--- config.mk ---
export PLATFORM = sky130hd
export DESIGN_NAME = tl45_divider
export DESIGN_NICKNAME = d
export VERILOG_FILES = /design/src/rtl/tl45_pkg.sv /design/src/rtl/tl45_divider.sv
export SDC_FILE = /design/constraint.sdc
export NUM_CORES = 1
export LEC_CHECK = 0
export CORE_MARGIN = 2
export CORE_UTILIZATION = 26
export CTS_BUF_LIST = sky130_fd_sc_hd__clkbuf_8
export CTS_CLUSTER_DIAMETER = 40
export DETAILED_ROUTE_END_ITERATION = 8
export GPL_ROUTABILITY_DRIVEN = 0
export HOLD_SLACK_MARGIN = 0.05
export PLACE_DENSITY = 0.48
export SLEW_MARGIN = 0
export SYNTH_ARGS = -nofsm -noshare
export SYNTH_HDL_FRONTEND = slang
export SYNTH_SLANG_ARGS = --single-unit
--- constraint.sdc ---
create_clock -name i_clk -period 5.7 [get_ports i_clk]
set_input_delay 1.14 -clock i_clk [delete_from_list [all_inputs] [get_ports i_clk]]
set_output_delay 1.14 -clock i_clk [all_outputs]
set_load 0.02 [all_outputs]
--- src/rtl/tl45_pkg.sv ---
// tl45_pkg: shared divider width and FSM state encoding
package tl45_pkg;
  localparam int DIV_BW = 32;
  typedef enum logic [1:0] {DIV_IDLE, DIV_BUSY, DIV_FIXUP} div_state_t;
endpackage

--- src/rtl/tl45_divider.sv ---
// tl45_divider: multi-cycle radix-2 restoring signed/unsigned divider with divide-by-zero flag
module tl45_divider
  import tl45_pkg::*;
#(
  parameter int BW = DIV_BW
) (
  input  logic          i_clk,
  input  logic          i_reset,
  input  logic          i_wr,
  input  logic          i_signed,
  input  logic [BW-1:0] i_numerator,
  input  logic [BW-1:0] i_denominator,
  output logic          o_busy,
  output logic          o_valid,
  output logic          o_err,
  output logic [BW-1:0] o_quotient
);
  localparam int CW = $clog2(BW);
  div_state_t state;
  logic [CW-1:0] count;
  logic [BW:0] rem;
  logic [BW-1:0] dvd, den;
  logic neg;
  // dvd shifts out dividend bits at the top and collects quotient bits at the bottom
  wire [BW:0] shifted = {rem[BW-1:0], dvd[BW-1]};
  wire [BW:0] diff = shifted - {1'b0, den};
  wire ge = shifted >= {1'b0, den};
  always_ff @(posedge i_clk or posedge i_reset) begin
    if (i_reset) begin
      state <= DIV_IDLE;
      count <= '0;
      rem <= '0;
      dvd <= '0;
      den <= '0;
      neg <= 1'b0;
      o_busy <= 1'b0;
      o_valid <= 1'b0;
      o_err <= 1'b0;
      o_quotient <= '0;
    end else begin
      o_valid <= 1'b0;
      case (state)
        DIV_IDLE: if (i_wr) begin
          if (i_denominator == '0) begin
            o_valid <= 1'b1;
            o_err <= 1'b1;
            o_quotient <= '0;
          end else begin
            dvd <= (i_signed && i_numerator[BW-1]) ? -i_numerator : i_numerator;
            den <= (i_signed && i_denominator[BW-1]) ? -i_denominator : i_denominator;
            neg <= i_signed & (i_numerator[BW-1] ^ i_denominator[BW-1]);
            count <= CW'(BW - 1);
            rem <= '0;
            o_busy <= 1'b1;
            state <= DIV_BUSY;
          end
        end
        DIV_BUSY: begin
          rem <= ge ? diff : shifted;
          dvd <= {dvd[BW-2:0], ge};
          count <= count - 1'b1;
          state <= (count == '0) ? DIV_FIXUP : DIV_BUSY;
        end
        DIV_FIXUP: begin
          o_quotient <= neg ? -dvd : dvd;
          o_valid <= 1'b1;
          o_err <= 1'b0;
          o_busy <= 1'b0;
          state <= DIV_IDLE;
        end
        default: state <= DIV_IDLE;
      endcase
    end
  end
endmodule
==> results.ini <==
[timing]
maxSlewViolCount=0
max_freq_mhz=234
hold_viol_final=0
whs_ps=482
rsz0062_at_grt=false
setup_viol=0
tightest_slew_ps=1100
fin_crit_sh=0.751
tns_ps=0
slew_headroom=0.268
skew_ps=15.9
fin_crit_ps=4280

[synth]
yosysTopAreaCellShare=0.366
ys_seq_area_frac=0.366
synth_largest_area_cell=dfrtp_1
syn_area_sq_um=9500
ys_top_cells_by_count=nand2_1 (154), dfrtp_1 (139), o21ai_0 (133)
synth.area.top_cells=dfrtp_1 (37%), o21ai_0 (7.0%), xor2_1 (6.9%)
yosys.cell_count.top_type=nand2_1
ys_types=67
synth-seq-cells=139
synth-edff-count=0
yosys_most_used_dff=dfrtp_1
avgSynthCellArea_sq_um=8.29
syn_nets=1252
postSynthCellCount=1147
async_flop_share=1.00
yosysWarnings=0

[global_routing]
grt_pass1_wl_mm=45.0
grt_antenna_before_repair=0
grt_start_max_net_pins=86
track_usage=0.148
grt_pass1_vias=8172
overflow=0

[clocking]
cts_root_buf=clkbuf_8
numCtsBuffers=17
htree_levels=4
clockBufferDepth=2
cts_sinks=139
hold_buffers=0
cts_setup_buffers=0
clock_latency_ps=470
ctsResizeCount=0
cts.reportedPaths.clkPinSlew_ps=90
cts_tree=done

[worst_setup_path]
start_kind=input pin
crit_type=in -> reg
endpoint_kind=register
r2r-end=rem[9]$_DFFE_PP0P_
setup.worst_path.end=count[2]$_DFFE_PP0P_
setup.worst_path.start=i_denominator[17]
crit_arrival_ps=4630
cp.required_ps=6050
r2r_slack_ps=2000
ff2ff_path_depth=10
path_max_fanout=21
reg2reg_from=rem[19]$_DFFE_PP0P_

[route]
drc=0
route.final.wire_length_mm=27.7
vias_per_cell=4.97
firstDrtPassIters=5
drtIter0Drc=463
ant_nets=0
vias=8427
wire_per_inst_um=16.3

[worst_hold_path]
worstHoldPathCells=2
hp-class=reg -> reg

[finish]
drive_above_1_share=0.0522
syn_to_final_growth_pct=19.6
fin_util=0.313
num-fill-cells=3876
diodes=0
nets=1319
final_area_sq_um=11400

[power_and_ir_drop]
power_frac_comb=0.583
p_int_mw=3.46
seq_power_share=0.284
vdd_drop_max_uv=235
clkPwrFrac=0.133
p_sw_mw=3.04
power.leakage_nw=4.61
switching_share=0.468
p_per_area_nw_per_um2=572

[placement]
dp_hpwl_mm=20.4
io_buffers=102
placed_area_sq_um=11000

[run]
drv_cap=0

[floorplan]
top_level_ports=103
coreArea_sq_um=36300
die-area_sq_um=38100
die_w_um=195
rows=70
start_util=0.262
die_height_um=195

[run_status]
status=completed

==> worst max-delay path: stages <==
cell and delay, ps:
clkdlybuf4s50_1 480, or4_1 610, nor4_1 540, and2_1 250
nand4_1 200, and3_1 460, nor2_2 480, buf_12 240
a21oi_1 60, nor2_1 120, a31oi_1 50
==> worst min path at each step <==
stage                                from                          to
2_1_floorplan         den[25]$_DFFE_PP0P_         den[25]$_DFFE_PP0P_
3_3_place_gp    o_quotient[2]$_DFFE_PP0P_   o_quotient[2]$_DFFE_PP0P_
3_5_place_dp   o_quotient[21]$_DFFE_PP0P_  o_quotient[21]$_DFFE_PP0P_
4_1_cts        o_quotient[21]$_DFFE_PP0P_  o_quotient[21]$_DFFE_PP0P_
5_1_grt         o_quotient[4]$_DFFE_PP0P_   o_quotient[4]$_DFFE_PP0P_
6_report       o_quotient[21]$_DFFE_PP0P_  o_quotient[21]$_DFFE_PP0P_
==> cells by family (layout without fill, tap and decap cells) <==
| family | Yosys count | count (layout) | synth area share |
|---|---|---|---|
| AND/OR/NAND/NOR | 380 | 380 | 0.189 |
| AO/OA/AOI/OAI | 353 | 353 | 0.234 |
| flip-flops | 139 | 139 | 0.366 |
| buffers and inverters | 119 | 199 | 0.0515 |
| XOR/XNOR | 113 | 113 | 0.104 |
| adder cells (fa/ha/maj) | 37 | 37 | 0.0495 |
| multiplexers | 6 | 6 | 0.00632 |
==> cells in the final DEF (no fill, tap or decap), types with 4 or more instances in the layout <==
cell and n:
nand2_1 154, dfrtp_1 139, o21ai_0 133, clkdlybuf4s50_1 102, nor2_1 84, xor2_1 75
a21oi_1 59, inv_1 52, xnor2_1 38, ha_1 36, o31ai_1 28, nor3_1 24
a211oi_1 22, a21o_1 20, nand3_1 19, a22o_1 18, clkbuf_8 18, or3_1 15
o22ai_1 15, a31oi_1 13, nor4_1 12, buf_4 11, nand4_1 9, or4_1 9
and2_1 8, nand2b_1 7, o41ai_1 7, mux2i_1 6, inv_6 6, and3_1 5
nor2b_1 5, o211ai_1 5, o21bai_1 4
==> stage by stage <==
stage	std cells	worst slack (ps)	total power, mW
floorplan	1147	835	4.73
global placement	1663	941	5.63
detailed placement	1663	908	5.66
CTS	1695	1390	6.55
global route	1695	1210	7.17
finish	1695	1420	6.50
==> cell type report <==
class                   instances  area [sq um]  share of cell area
repair buffers                114          1120              0.0989
inverters                      53           204              0.0179
clock buffers                  18           248              0.0218
flip-flops and latches        139          3480               0.306
well taps                     468           586              0.0515
multi-input cells             889          5570               0.490
clock inverters                14           158              0.0139
==> routing by layer <==
metal / global-route usage / vias to the layer above / wire length, um
li1: - / 4214 / -
met1: 0.196 / 4062 / 13400
met2: 0.246 / 123 / 12900
met3: 0.0259 / 28 / 761
met4: 0.0452 / 0 / 578
met5: 0 / - / 0
==> power by group through the flow <==
| stage | registers (mW) | clock network [mW] | logic (mW) |
|---|---|---|---|
| after floorplan | 1.69 | 0 | 3.04 |
| after global placement | 1.86 | 0 | 3.77 |
| after detailed placement | 1.86 | 0 | 3.80 |
| after CTS | 1.84 | 0.887 | 3.83 |
| after global routing | 1.91 | 0.932 | 4.32 |
| final | 1.85 | 0.865 | 3.79 |
==> sequential cells by signal (all words and copies together) (netlist names) <==
register and cells:
count 5, den 32, dvd 32, neg 1
o_busy 1, o_err 1, o_quotient 32, o_valid 1
rem 32, state 2
Power figures use the tool's default switching activity.
